--- src/rtl/ddr_burst_writer.sv ---
// Drains the packer's 96-bit show-ahead frame FIFO into fixed-length Avalon-MM write bursts.
// Optional framing check on the last-beat flag is built when BURST_CHECK_EN is defined.
module ddr_burst_writer #(
  parameter int BURST_LEN = 32,
  parameter int ADDR_W    = 29,
  parameter int DATA_W    = 64,
  parameter int USEDW_W   = 9
) (
  input  logic               clk_100,
  input  logic               reset,
  input  logic [95:0]        fifo_q,
  input  logic               fifo_empty,
  input  logic [USEDW_W-1:0] fifo_usedw,
  output logic               fifo_rdreq,
  output logic [ADDR_W-1:0]  avm_address,
  output logic [5:0]         avm_burstcount,
  output logic               avm_write,
  output logic [DATA_W-1:0]  avm_writedata,
  output logic [7:0]         avm_byteenable,
  input  logic               avm_waitrequest,
  output logic               busy,
  output logic               line_done,
  output logic [15:0]        burst_cnt,
  output logic               burst_err
);

  localparam int BW = (BURST_LEN > 1) ? $clog2(BURST_LEN) : 1;
  localparam logic [USEDW_W-1:0] THRESH    = USEDW_W'(BURST_LEN);
  localparam logic [BW-1:0]      LAST_BEAT = BW'(BURST_LEN - 1);

  typedef enum logic [1:0] {
    IDLE  = 2'd0,
    LOAD  = 2'd1,
    BURST = 2'd2
  } state_t;

  state_t        state_p0;
  state_t        state_nxt;
  logic [BW-1:0] beat_cnt_p0;
  logic          beat_acc;
  logic          last_acc;
  logic          unused_bits;

  assign avm_write      = (state_p0 == BURST);
  assign fifo_rdreq     = avm_write & ~avm_waitrequest;
  assign beat_acc       = fifo_rdreq;
  assign last_acc       = beat_acc && (beat_cnt_p0 == LAST_BEAT);
  assign busy           = (state_p0 != IDLE);
  assign avm_burstcount = avm_write ? 6'(BURST_LEN) : 6'd0;
  assign avm_writedata  = fifo_q[DATA_W-1:0];
  assign avm_byteenable = 8'hFF;

  // Next-state logic; BURST is only entered with a full burst buffered,
  // so the FIFO can never run dry mid-burst.
  always_comb begin
    state_nxt = state_p0;
    case (state_p0)
      IDLE:    if (fifo_usedw >= THRESH) state_nxt = LOAD;
      LOAD:    state_nxt = BURST;
      BURST:   if (last_acc) state_nxt = IDLE;
      default: state_nxt = IDLE;
    endcase
  end

  // Stage p0: state, beat counter, burst start address and status
  always_ff @(posedge clk_100) begin
    if (reset) begin
      state_p0    <= IDLE;
      beat_cnt_p0 <= '0;
      avm_address <= '0;
      line_done   <= 1'b0;
      burst_cnt   <= 16'd0;
    end else begin
      state_p0  <= state_nxt;
      line_done <= last_acc & fifo_q[94];
      if (state_p0 == LOAD) begin
        avm_address <= ADDR_W'(fifo_q[92:64]);
        beat_cnt_p0 <= '0;
      end else if (last_acc) begin
        beat_cnt_p0 <= '0;
      end else if (beat_acc) begin
        beat_cnt_p0 <= beat_cnt_p0 + BW'(1);
      end
      if (last_acc) burst_cnt <= burst_cnt + 16'd1;
    end
  end

`ifdef BURST_CHECK_EN
  logic frame_bad;

  // Last-beat flag must appear on the final beat and nowhere else.
  assign frame_bad = beat_acc && ((beat_cnt_p0 == LAST_BEAT) ? ~fifo_q[95] : fifo_q[95]);

  always_ff @(posedge clk_100) begin
    if (reset) begin
      burst_err <= 1'b0;
    end else if (frame_bad) begin
      burst_err <= 1'b1;
    end
  end

  assign unused_bits = ^{fifo_empty, fifo_q[93]};
`else
  assign burst_err   = 1'b0;
  assign unused_bits = ^{fifo_empty, fifo_q[95], fifo_q[93]};
`endif

endmodule

--- config.mk ---
export PLATFORM = sky130hd
export DESIGN_NAME = ddr_burst_writer
export DESIGN_NICKNAME = d
export VERILOG_FILES = /design/src/rtl/ddr_burst_writer.sv
export SDC_FILE = /design/constraint.sdc
export NUM_CORES = 1
export LEC_CHECK = 0
export CAP_MARGIN = 10
export CORE_AREA = 4 4 94 96
export CTS_CLUSTER_DIAMETER = 200
export CTS_CLUSTER_SIZE = 25
export DETAILED_ROUTE_END_ITERATION = 6
export DIE_AREA = 0 0 98 100
export GPL_TIMING_DRIVEN = 0
export PLACE_DENSITY_LB_ADDON = 0.05
export SLEW_MARGIN = 20
export SYNTH_ARGS = -nofsm -noshare
export SYNTH_HDL_FRONTEND = slang
export SYNTH_SLANG_ARGS = --single-unit
--- constraint.sdc ---
create_clock -name clk_100 -period 4.2 [get_ports clk_100]
set_clock_uncertainty 0.15 [all_clocks]
set_input_delay 1.05 -clock clk_100 [delete_from_list [all_inputs] [get_ports clk_100]]
set_output_delay 1.05 -clock clk_100 [all_outputs]
set_load 0.02 [all_outputs]
==> impl_summary.txt, run 1 <==
----------------------------------------------------
[Detailed routing]
  DRC violations left ... 0
  Drt via density ... 4.28
  Routed length per placed instance ... 13.2 um
  Highest metal used ... met4
  Routed Wire Length ... 7.94 mm
  Vias after detailed routing ... 2,574
  Met3 wire len ... 702 um
  Routed met1 length ... 2.88 mm
  Routed wl met2 ... 4.24 mm
  Remaining number of nets flagged by the antenna check after routing ... 0
  Detailed Routing Iterations Pass 1 ... 4
  Number of violations reported at the end of detailed-routing iteration 0 ... 39

[Timing]
  Final hold violation count ... 0
  Setup violation total in the final timing report ... 0
  Achievable clock frequency ... 270 MHz
  Clock period minus worst slack ... 3.71 ns
  Final Slew Violations ... 0
  RSZ-0062 raised after global routing ... no
  Worst-case headroom to the max-slew limit ... 0.356
  Setup TNS ... 0 ns
  Tightest Pin Transition ... 0.953 ns
  Final worst-path cycle share ... 0.882

[Die]
  Die outline area ... 9800 sq um
  Number of I/O pins ... 237
  Initial core utilization ... 0.331
  Chip height ... 100 um
  Area of the core ... 8050 sq um
  Rows ... 33
  Die boundary width ... 98 um

[Clock tree]
  CTS root buffer ... clkbuf_8
  Max clock buf depth ... 2
  CTS clock-pin slew for the worst setup and hold paths ... 0.09 ns
  Quantity of gates resized following cts ... 0
  CTS H-Tree Depth ... 2
  TritonCTS clock tree ... done
  Clock latency reported for the late side of the worst-skew pair ... 0.30 ns
  Total of hold buffers inserted after clock tree synthesis ... 0
  Number of buffers inserted to repair setup after CTS ... 0
  TritonCTS buffer count ... 5
  Total clock sinks ... 53

[Cells and area]
  Antenna diode count ... 0
  Area of all placed cells without fillers ... 4430 sq um
  Storage element area ... 1060 sq um
  Net count, final ... 609
  Highest-count cells in the layout ignoring fill and taps ... clkdlybuf4s50_1 (150), buf_4 (80), nand2_1 (66)
  Most frequent standard cell in the layout excluding fill and tap cells ... clkdlybuf4s50_1
  Layout area overhead ... 66.4%
  Share of cells above drive strength 1 ... 0.183
  Multi-input gate area in the final layout ... 991 sq um
  Count of filler cells inserted in the layout ... 744
  Final Core Density ... 0.550

[Worst setup path]
  Cell at the slowest stage of the critical path ... clkdlybuf4s50_1
  Crit path arrival time ... 2.51 ns
  Crit path from ... avm_waitrequest
  Critical path, cell by cell ... clkdlybuf4s50_1, nor3b_2, buf_4, clkdlybuf4s50_1
  Required time of the critical path ... 3.00 ns
  Crit path launch type ... input pin
  Max stage delay on crit path ... 0.62 ns
  Kind of capture point of the worst setup path ... output pin
  Buffers and inverters on the worst path ... 3
  Category of the most critical setup path ... input pin to output pin
  Startpoint of the worst register-to-register path ... beat_cnt_p0[0]
  Kind of cell with the highest combined delay on the critical path ... buffers and inverters
  Cell count of the worst reg-to-reg path ... 7
  Most Frequent Cell on Critical Path ... clkdlybuf4s50_1
  Number of logic stages on the critical path including buffering ... 4
  Max Fanout on Critical Path ... 10

[Pwr]
  Cell-internal power ... 0.000855 W
  Power dissipated by switching net loads ... 0.000353 W
  Leak ... 1.74 nW
  Pwr dens ... 273 nW/um^2
  Worst supply voltage drop on vdd ... 0.000138 V
  Clock power share ... 0.242
  Net switching share of the total power ... 0.292
  Logic pwr share ... 0.310
  Sequential fraction of design power ... 0.448

[Logic synthesis]
  Area of the mapped netlist ... 2660 sq um
  Avg Inst Size Synth ... 8.11 sq um
  Post-synthesis sequential area ratio ... 0.399
  Top cells by area, synth ... dfxtp_1 (40%), buf_4 (23%), nand2_1 (9.3%)
  Cells after synthesis ... 328
  Post-synthesis cell type count ... 34
  Number of flip-flops and latches in the synthesized netlist ... 53
  Post-synth ARST share ... 0
  Share of Yosys cell area claimed by the top area cell type ... 0.399
  Post-synthesis cell type with the largest combined area ... dfxtp_1
  Number of enable-type register cells in the synthesized netlist ... 0
  Yosys warns ... 0
  Most frequently used flop master after synthesis ... dfxtp_1

[Outcome]
  Outcome ... complete, no violations

[Placed design]
  Final weighted congestion of routability-driven global placement ... 0.768
  Port Buffers ... 150
  HPWL after DPL ... 6.63 mm
  Placement Cell Area ... 4340 sq um

[Global route]
  Global-route wire length before repair ... 11.9 mm
  Largest net degree at the start of global routing ... 16
  Initial antenna violation count ... 0
  Sum of overflow across all layers after global routing ... 0
  Overall global routing resource usage ... 0.150
  Via count of the first global-routing pass ... 2,445

[Min path]
  Path class of the lowest-slack min-delay path ... register to register
  Hold Crit Start ... avm_address[23]
  Number of instances on the worst hold path ... 2

[Job]
  Max-Cap Viols ... 0

----------------------------------------------------
## layer usage
metal  up-vias  global-route usage
met4         0              0.0394
met1      1123               0.161
met5         -                   0
met2       129               0.282
met3         9              0.0493
li1       1313                   -
## power groups by stage
stage | Sequential [W] | Combinational (W) | Clock [W]
detailed placement | 0.000554 | 0.000378 | 0
finish | 0.000542 | 0.000374 | 0.000293
floorplan | 0.000580 | 0.000180 | 0
CTS | 0.000542 | 0.000379 | 0.000302
global route | 0.000545 | 0.000400 | 0.000324
global placement | 0.000552 | 0.000376 | 0
## layout make-up
class / count / share of cell area
sequential: 53 / 0.240
multi-input combinational: 193 / 0.224
inverter: 2 / 0.00169
clock inverter: 1 / 0.00169
clock buffer: 6 / 0.0186
buffer: 92 / 0.146
timing repair buffer: 150 / 0.339
tap: 105 / 0.0297
## worst register-to-register path: cells and delay by family, from the launching register on
family	cells	cell delay [ns]
xor gates and xnor gates	1	0.17
adders and majority gates	2	0.36
and+or+nand+nor	4	1.25
DFF	1	0.39
## registers in the layout, summed over array words and instances (netlist names)
name,cells
line_done,1
state_p0,2
avm_address,29
burst_cnt,16
beat_cnt_p0,5
## synth_stat cells, types with 2 or more instances
cell type	count
a21oi_1	38
and2_1	2
and3_1	2
and4_1	2
buf_1	3
buf_4	80
clkbuf_1	8
conb_1	2
dfxtp_1	53
ha_1	3
inv_1	2
mux2i_1	2
nand2_1	66
nand3_1	3
nand4_1	6
nor2_1	14
nor2b_1	2
nor3_1	3
nor4_1	2
o21ai_0	6
or3_1	7
xnor2_1	6
xor2_1	5
## worst paths after layout
path,to,slack (ns)
worst max-delay path,fifo_rdreq,0.49
worst min-delay path,avm_address[23],0.31
worst max register to register,burst_cnt[7],1.76
worst min register to register,avm_address[23],0.31
## through the flow
| step | power [W] | std cells | hold WS [ns] | setup slack [ns] |
|---|---|---|---|---|
| 6_report | 0.00121 | 602 | 0.306 | 0.494 |
| 3_3_place_gp | 0.000928 | 595 | 0.291 | 0.486 |
| 5_1_grt | 0.00127 | 602 | 0.327 | 0.427 |
| 3_5_place_dp | 0.000932 | 595 | 0.295 | 0.491 |
| 4_1_cts | 0.00122 | 602 | 0.309 | 0.485 |
| 2_1_floorplan | 0.000760 | 340 | 0.317 | 1.61 |
## cells by family after synthesis
logic type,synth area share
adder cells (fa/ha/maj),0.0141
flip-flops,0.399
other,0.00282
AO/OA/AOI/OAI,0.0856
buffers and inverters,0.246
AND/OR/NAND/NOR,0.209
XOR/XNOR,0.0362
multiplexers,0.00752
(Power assumes the default switching activity.)
==> run 2, diff against run 1 <==
- CORE_AREA: 4 4 94 96 -> 2 2 109 80
- DIE_AREA: 0 0 98 100 -> 0 0 111 82
- REMOVE_ABC_BUFFERS: unset -> 1
==> run 2 against run 1 <==
Critical path depth fell by 1. Setup slack got worse by 0.23 ns. Utilization fell by 15 points. First-iteration DRC count rose to 3.1 times the previous value. Clock power rose by 39%. Design area fell by 27%. Wire length rose by 37%. Fmax fell by 5.8%. Register-to-register slack barely moved.
==> impl_summary.txt, run 2 (same netlist as run 1, synthesis figures left out) <==
----------------------------------------------------
[Detailed routing]
  Routed Wire Length ... 10.9 mm (+37%)
  Drt via density ... 4.83 (+13%)
  Vias after detailed routing ... 2,169 (-16%)
  DRC violations left ... 0 (unchanged)
  Number of violations reported at the end of detailed-routing iteration 0 ... 119 (+210%)
  Routed length per placed instance ... 24.3 um (+84%)
  Detailed Routing Iterations Pass 1 ... 4 (unchanged)
  Remaining number of nets flagged by the antenna check after routing ... 0 (unchanged)

[Worst setup path]
  Max stage delay on crit path ... 0.72 ns (+0.10 ns)
  Category of the most critical setup path ... input pin to output pin
  Max Fanout on Critical Path ... 10 (unchanged)
  Most Frequent Cell on Critical Path ... clkdlybuf4s50_1
  Critical path, cell by cell ... clkdlybuf4s50_1, nor3b_4, clkdlybuf4s50_1
  Kind of capture point of the worst setup path ... output pin
  Cell at the slowest stage of the critical path ... clkdlybuf4s50_1
  Crit path arrival time ... 2.73 ns (+0.22 ns)
  Crit path launch type ... input pin
  Required time of the critical path ... 3.00 ns (about the same)

[Clock tree]
  CTS H-Tree Depth ... 2 (unchanged)
  Total of hold buffers inserted after clock tree synthesis ... 0 (unchanged)
  CTS root buffer ... clkbuf_16
  TritonCTS buffer count ... 5 (unchanged)
  Max clock buf depth ... 2 (unchanged)
  Total clock sinks ... 53 (unchanged)
  TritonCTS clock tree ... done
  CTS clock-pin slew for the worst setup and hold paths ... 0.07 ns (-0.02 ns)
  Clock latency reported for the late side of the worst-skew pair ... 0.29 ns (about the same)

[Placed design]
  Placed Cells ... 441 (-26%)
  HPWL after DPL ... 8.65 mm (+31%)
  Final weighted congestion of routability-driven global placement ... 0.775 (+0.85%)
  Port Buffers ... 86 (-43%)
  Placement Cell Area ... 3100 sq um (-28%)
  Pre-CTS setup slack ... 0.0867 ns (-0.404 ns)

[Cells and area]
  Regs by FF count ... avm_address: 29 flops, burst_cnt: 16 flops, beat_cnt_p0: 5 flops
  Net count, final ... 455 (-25%)
  Top reg by flops ... avm_address
  Area of all placed cells without fillers ... 3250 sq um (-27%)
  Max FFs per register ... 29 (unchanged)
  Highest-count cells in the layout ignoring fill and taps ... clkdlybuf4s50_1 (85), nand2_1 (66), dfxtp_1 (53)
  Most frequent standard cell in the layout excluding fill and tap cells ... clkdlybuf4s50_1
  Antenna diode count ... 0 (unchanged)
  Layout Cells excl Fill ... 449 (-25%)
  Layout area overhead ... 22.0%
  Share of cells above drive strength 1 ... 0.0378 (-0.145)

[Timing]
  Setup violation total in the final timing report ... 0 (unchanged)
  Final hold violation count ... 0 (unchanged)
  Final setup slack of the worst path ... 0.267 ns (-0.227 ns)
  Tightest Pin Transition ... 0.950 ns (-0.00335 ns)
  Final worst-path cycle share ... 0.936 (+0.0542)
  Worst-case headroom to the max-slew limit ... 0.358 (+0.00226)
  Final Slew Violations ... 0 (unchanged)
  RSZ-0062 raised after global routing ... no
  Achievable clock frequency ... 254 MHz (-5.8%)
  Setup TNS ... 0 ns (unchanged)
  Clock period minus worst slack ... 3.93 ns (+0.227 ns)

[Global route]
  GR Layer Usage met2 ... 0.283 (+0.000623)
  Largest net degree at the start of global routing ... 31 (+15)
  Via count of the first global-routing pass ... 1,860 (-24%)
  Global-route wire length before repair ... 14.7 mm (+23%)
  Initial antenna violation count ... 0 (unchanged)
  Highest-utilization routing layer at the global route stage ... met3
  Overall global routing resource usage ... 0.235 (+0.0851)
  Global routing met3 resource utilization ... 0.302 (+0.253)
  Sum of overflow across all layers after global routing ... 0 (unchanged)
  Global routing usage on met1 ... 0.236 (+0.0756)

[Die]
  Rows ... 28 (-15%)
  Number of I/O pins ... 237 (unchanged)
  Die boundary width ... 111 um (+13%)
  Initial core utilization ... 0.329 (-0.00169)
  Die outline area ... 9100 sq um (-7.1%)
  Area of the core ... 8090 sq um (+0.51%)
  Chip height ... 82 um (-18%)

[Job]
  Max-Cap Viols ... 0 (unchanged)

[Pwr]
  Pwr dens ... 359 nW/um^2 (+32%)
  Worst supply voltage drop on vdd ... 0.000171 V (+24%)
  Leak ... 1.13 nW (-35%)
  Total power after layout ... 0.00117 W (-3.4%)

[Min path]
  Path class of the lowest-slack min-delay path ... register to register

[Outcome]
  Outcome ... complete, no violations

----------------------------------------------------
==> run 2: path summary, 6_finish.rpt <==
check,startpoint,end,slack [ns],cells after the start
setup reg to reg,beat_cnt_p0[0],burst_cnt[7],1.76,7
hold reg to reg,avm_address[8],avm_address[8],0.30,2
setup / recovery,avm_waitrequest,fifo_rdreq,0.27,3
hold / removal,avm_address[8],avm_address[8],0.30,2
==> run 2: metal layers <==
layer	vias up	part of all wire
li1	1012	-
met3	11	0.26
met2	174	0.36
met5	-	0.013
met1	968	0.36
met4	4	0.0063
==> run 2: power breakdown <==
part / switching (W) / internal [W] / leakage [nW]
registers: 0.0000157 / 0.000528 / 0.431
logic: 0.000113 / 0.000103 / 0.639
clock network: 0.000185 / 0.000223 / 0.0652
==> run 2: layout make-up <==
type	instances	area, sq um
fillers	858	4850
flip-flops and latches	53	1060
multi-input cells	193	1010
repair buffers	88	903
clock buffers	8	136
well taps	105	131
inverters	2	7.51
==> run 2: metrics by stage <==
stage | hold WS, ns | util
finish | 0.304 | 0.401
floorplan | 0.317 | -
global route | 0.322 | 0.401
CTS | 0.308 | 0.400
detailed placement | 0.299 | 0.384
global placement | 0.291 | 0.377
==> run 2: repair_timing <==
item                                    4_1_cts  5_1_grt
gates resized for setup                       0        1
endpoints found under the setup margin        0        1
setup buffers                                 0        0
==> run 2: worst max-delay path, delay by kind of cell <==
| kind | cells | cell delay (ns) |
|---|---|---|
| buf+inv | 2 | 1.19 |
| simple gates | 1 | 0.49 |
==> run 3, diff against run 2 <==
--- a/constraint.sdc
+++ b/constraint.sdc
@@ -3,3 +3,3 @@
 set_input_delay 1.05 -clock clk_100 [delete_from_list [all_inputs] [get_ports clk_100]]
 set_output_delay 1.05 -clock clk_100 [all_outputs]
-set_load 0.02 [all_outputs]
+set_load 0.01 [all_outputs]
==> run 3 against run 2 <==
Setup slack got worse by 0.15 ns. Non-clock buffer count did not move. Sequential share of layout area rose by 0.063 points. Sequential cell count did not move. Combinational power fell by 12%. Largest cell class unchanged.
==> impl_summary.txt, run 3 (same netlist as run 1, synthesis figures left out) <==
----------------------------------------------------
[Detailed routing]
  Drt via density ... 4.80 (-0.55%)
  DRC violations left ... 0 (unchanged)
  Detailed Routing Iterations Pass 1 ... 4 (unchanged)
  Number of violations reported at the end of detailed-routing iteration 0 ... 121 (+1.7%)
  Routed Wire Length ... 10.9 mm (about the same)
  Routed length per placed instance ... 24.3 um (about the same)
  Remaining number of nets flagged by the antenna check after routing ... 0 (unchanged)
  Vias after detailed routing ... 2,157 (-0.55%)

[Worst setup path]
  End of the worst register-to-register path ... burst_cnt[7]
  Crit path launch type ... input pin
  Max Fanout on Critical Path ... 10 (unchanged)
  Cell count of the worst reg-to-reg path ... 7 (unchanged)
  Startpoint of the worst register-to-register path ... beat_cnt_p0[0]
  Category of the most critical setup path ... input pin to output pin
  Crit path arrival time ... 2.89 ns (+0.16 ns)
  Kind of capture point of the worst setup path ... output pin
  Setup slack, reg-to-reg ... 1.79 ns (+0.03 ns)
  Required time of the critical path ... 3.00 ns (about the same)

[Timing]
  Final hold violation count ... 0 (unchanged)
  Clock period minus worst slack ... 4.09 ns (+0.155 ns)
  Achievable clock frequency ... 245 MHz (-3.8%)
  Setup violation total in the final timing report ... 0 (unchanged)
  Final worst-path cycle share ... 0.973 (+0.0369)
  Final Slew Violations ... 0 (unchanged)
  Tightest Pin Transition ... 0.924 ns (-0.0252 ns)
  Setup TNS ... 0 ns (unchanged)
  RSZ-0062 raised after global routing ... no
  Worst-case headroom to the max-slew limit ... 0.375 (+0.0170)

[Clock tree]
  TritonCTS buffer count ... 5 (unchanged)
  CTS H-Tree Depth ... 2 (unchanged)
  Total clock sinks ... 53 (unchanged)
  Max clock buf depth ... 2 (unchanged)
  CTS root buffer ... clkbuf_16
  Total of hold buffers inserted after clock tree synthesis ... 0 (unchanged)
  Number of buffers inserted to repair setup after CTS ... 0 (unchanged)
  Clock latency reported for the late side of the worst-skew pair ... 0.29 ns (about the same)
  TritonCTS clock tree ... done
  CTS clock-pin slew for the worst setup and hold paths ... 0.07 ns (about the same)
  Quantity of gates resized following cts ... 0 (unchanged)

[Cells and area]
  Max FFs per register ... 29 (unchanged)
  Layout area overhead ... 21.8%
  Layout Cells excl Fill ... 449 (unchanged)
  Highest-count cells in the layout ignoring fill and taps ... clkdlybuf4s50_1 (85), nand2_1 (66), dfxtp_1 (53)
  Share of cells above drive strength 1 ... 0.0378 (unchanged)
  Antenna diode count ... 0 (unchanged)
  Most frequent standard cell in the layout excluding fill and tap cells ... clkdlybuf4s50_1
  Regs by FF count ... avm_address: 29 flops, burst_cnt: 16 flops, beat_cnt_p0: 5 flops
  Top reg by flops ... avm_address
  Net count, final ... 455 (unchanged)
  Count of filler cells inserted in the layout ... 856 (-0.23%)

[Global route]
  Overall global routing resource usage ... 0.235 (unchanged)
  Largest net degree at the start of global routing ... 31 (unchanged)
  Global-route wire length before repair ... 14.7 mm (unchanged)
  GR Layer Usage met2 ... 0.283 (unchanged)
  Highest-utilization routing layer at the global route stage ... met3
  Global routing met3 resource utilization ... 0.302 (unchanged)
  Via count of the first global-routing pass ... 1,860 (unchanged)
  Global routing usage on met1 ... 0.236 (unchanged)
  Initial antenna violation count ... 0 (unchanged)
  Sum of overflow across all layers after global routing ... 0 (unchanged)

[Placed design]
  Placed Cells ... 441 (unchanged)
  Final weighted congestion of routability-driven global placement ... 0.775 (unchanged)
  Port Buffers ... 86 (unchanged)
  HPWL after DPL ... 8.65 mm (unchanged)

[Die]
  Initial core utilization ... 0.329 (unchanged)
  Number of I/O pins ... 237 (unchanged)
  Area of the core ... 8090 sq um (unchanged)
  Die boundary width ... 111 um (unchanged)
  Chip height ... 82 um (unchanged)
  Die outline area ... 9100 sq um (unchanged)
  Rows ... 28 (unchanged)

[Job]
  Max-Cap Viols ... 0 (unchanged)

[Pwr]
  Pwr dens ... 351 nW/um^2 (-2.2%)
  Leak ... 1.13 nW (-0.17%)
  Worst supply voltage drop on vdd ... 0.000170 V (-0.70%)

[Min path]
  Hold Crit Start ... avm_address[8]
  Hold Path End ... avm_address[8]
  Path class of the lowest-slack min-delay path ... register to register
  Number of instances on the worst hold path ... 2 (unchanged)

[Outcome]
  Outcome ... complete, no violations

----------------------------------------------------
run 3: final cells by class:
type,count,area (sq um),area share
multi-input combinational,193,1000,0.309
sequential,53,1060,0.327
clock buffer,8,136,0.0421
tap,105,131,0.0405
inverter,2,7.51,0.00232
timing repair buffer,88,903,0.279
run 3: where the power goes:
group / switching [W] / internal (W) / leakage [nW]
logic: 0.0000882 / 0.000102 / 0.637
clock network: 0.000183 / 0.000223 / 0.0652
registers: 0.0000151 / 0.000528 / 0.431
total: 0.000286 / 0.000852 / 1.13
run 3: worst max path at each step:
| stage | startpoint | to | depth (start not counted) |
|---|---|---|---|
| floorplan | avm_waitrequest | fifo_rdreq | 1 |
| CTS | avm_waitrequest | fifo_rdreq | 3 |
| finish | avm_waitrequest | fifo_rdreq | 3 |
| global placement | avm_waitrequest | fifo_rdreq | 3 |
| detailed placement | avm_waitrequest | fifo_rdreq | 3 |
| global route | avm_waitrequest | fifo_rdreq | 3 |
run 3: critical path: stages:
cell and delay [ns]:
clkdlybuf4s50_1 0.45, nor3b_2 0.69, clkdlybuf4s50_1 0.69
run 3: through the flow:
| step | instance area, sq um | util | hold WS (ns) | setup WS [ns] | power, W |
|---|---|---|---|---|---|
| 4_1_cts | 3240 | 0.400 | 0.308 | 0.146 | 0.00116 |
| 3_5_place_dp | 3100 | 0.384 | 0.299 | 0.154 | 0.000748 |
| 3_3_place_gp | 3050 | 0.377 | 0.291 | 0.132 | 0.000737 |
| 6_report | 3240 | 0.400 | 0.304 | 0.112 | 0.00114 |
| 5_1_grt | 3240 | 0.400 | 0.322 | 0.0470 | 0.00120 |
| 2_1_floorplan | 2060 | - | 0.317 | 1.40 | 0.000624 |
run 3: metal layers:
layer  routed length (um)  part of all wire
met1                 3940              0.36
met2                 3880              0.36
met3                 2890              0.26
met4                   61            0.0056
met5                  144             0.013
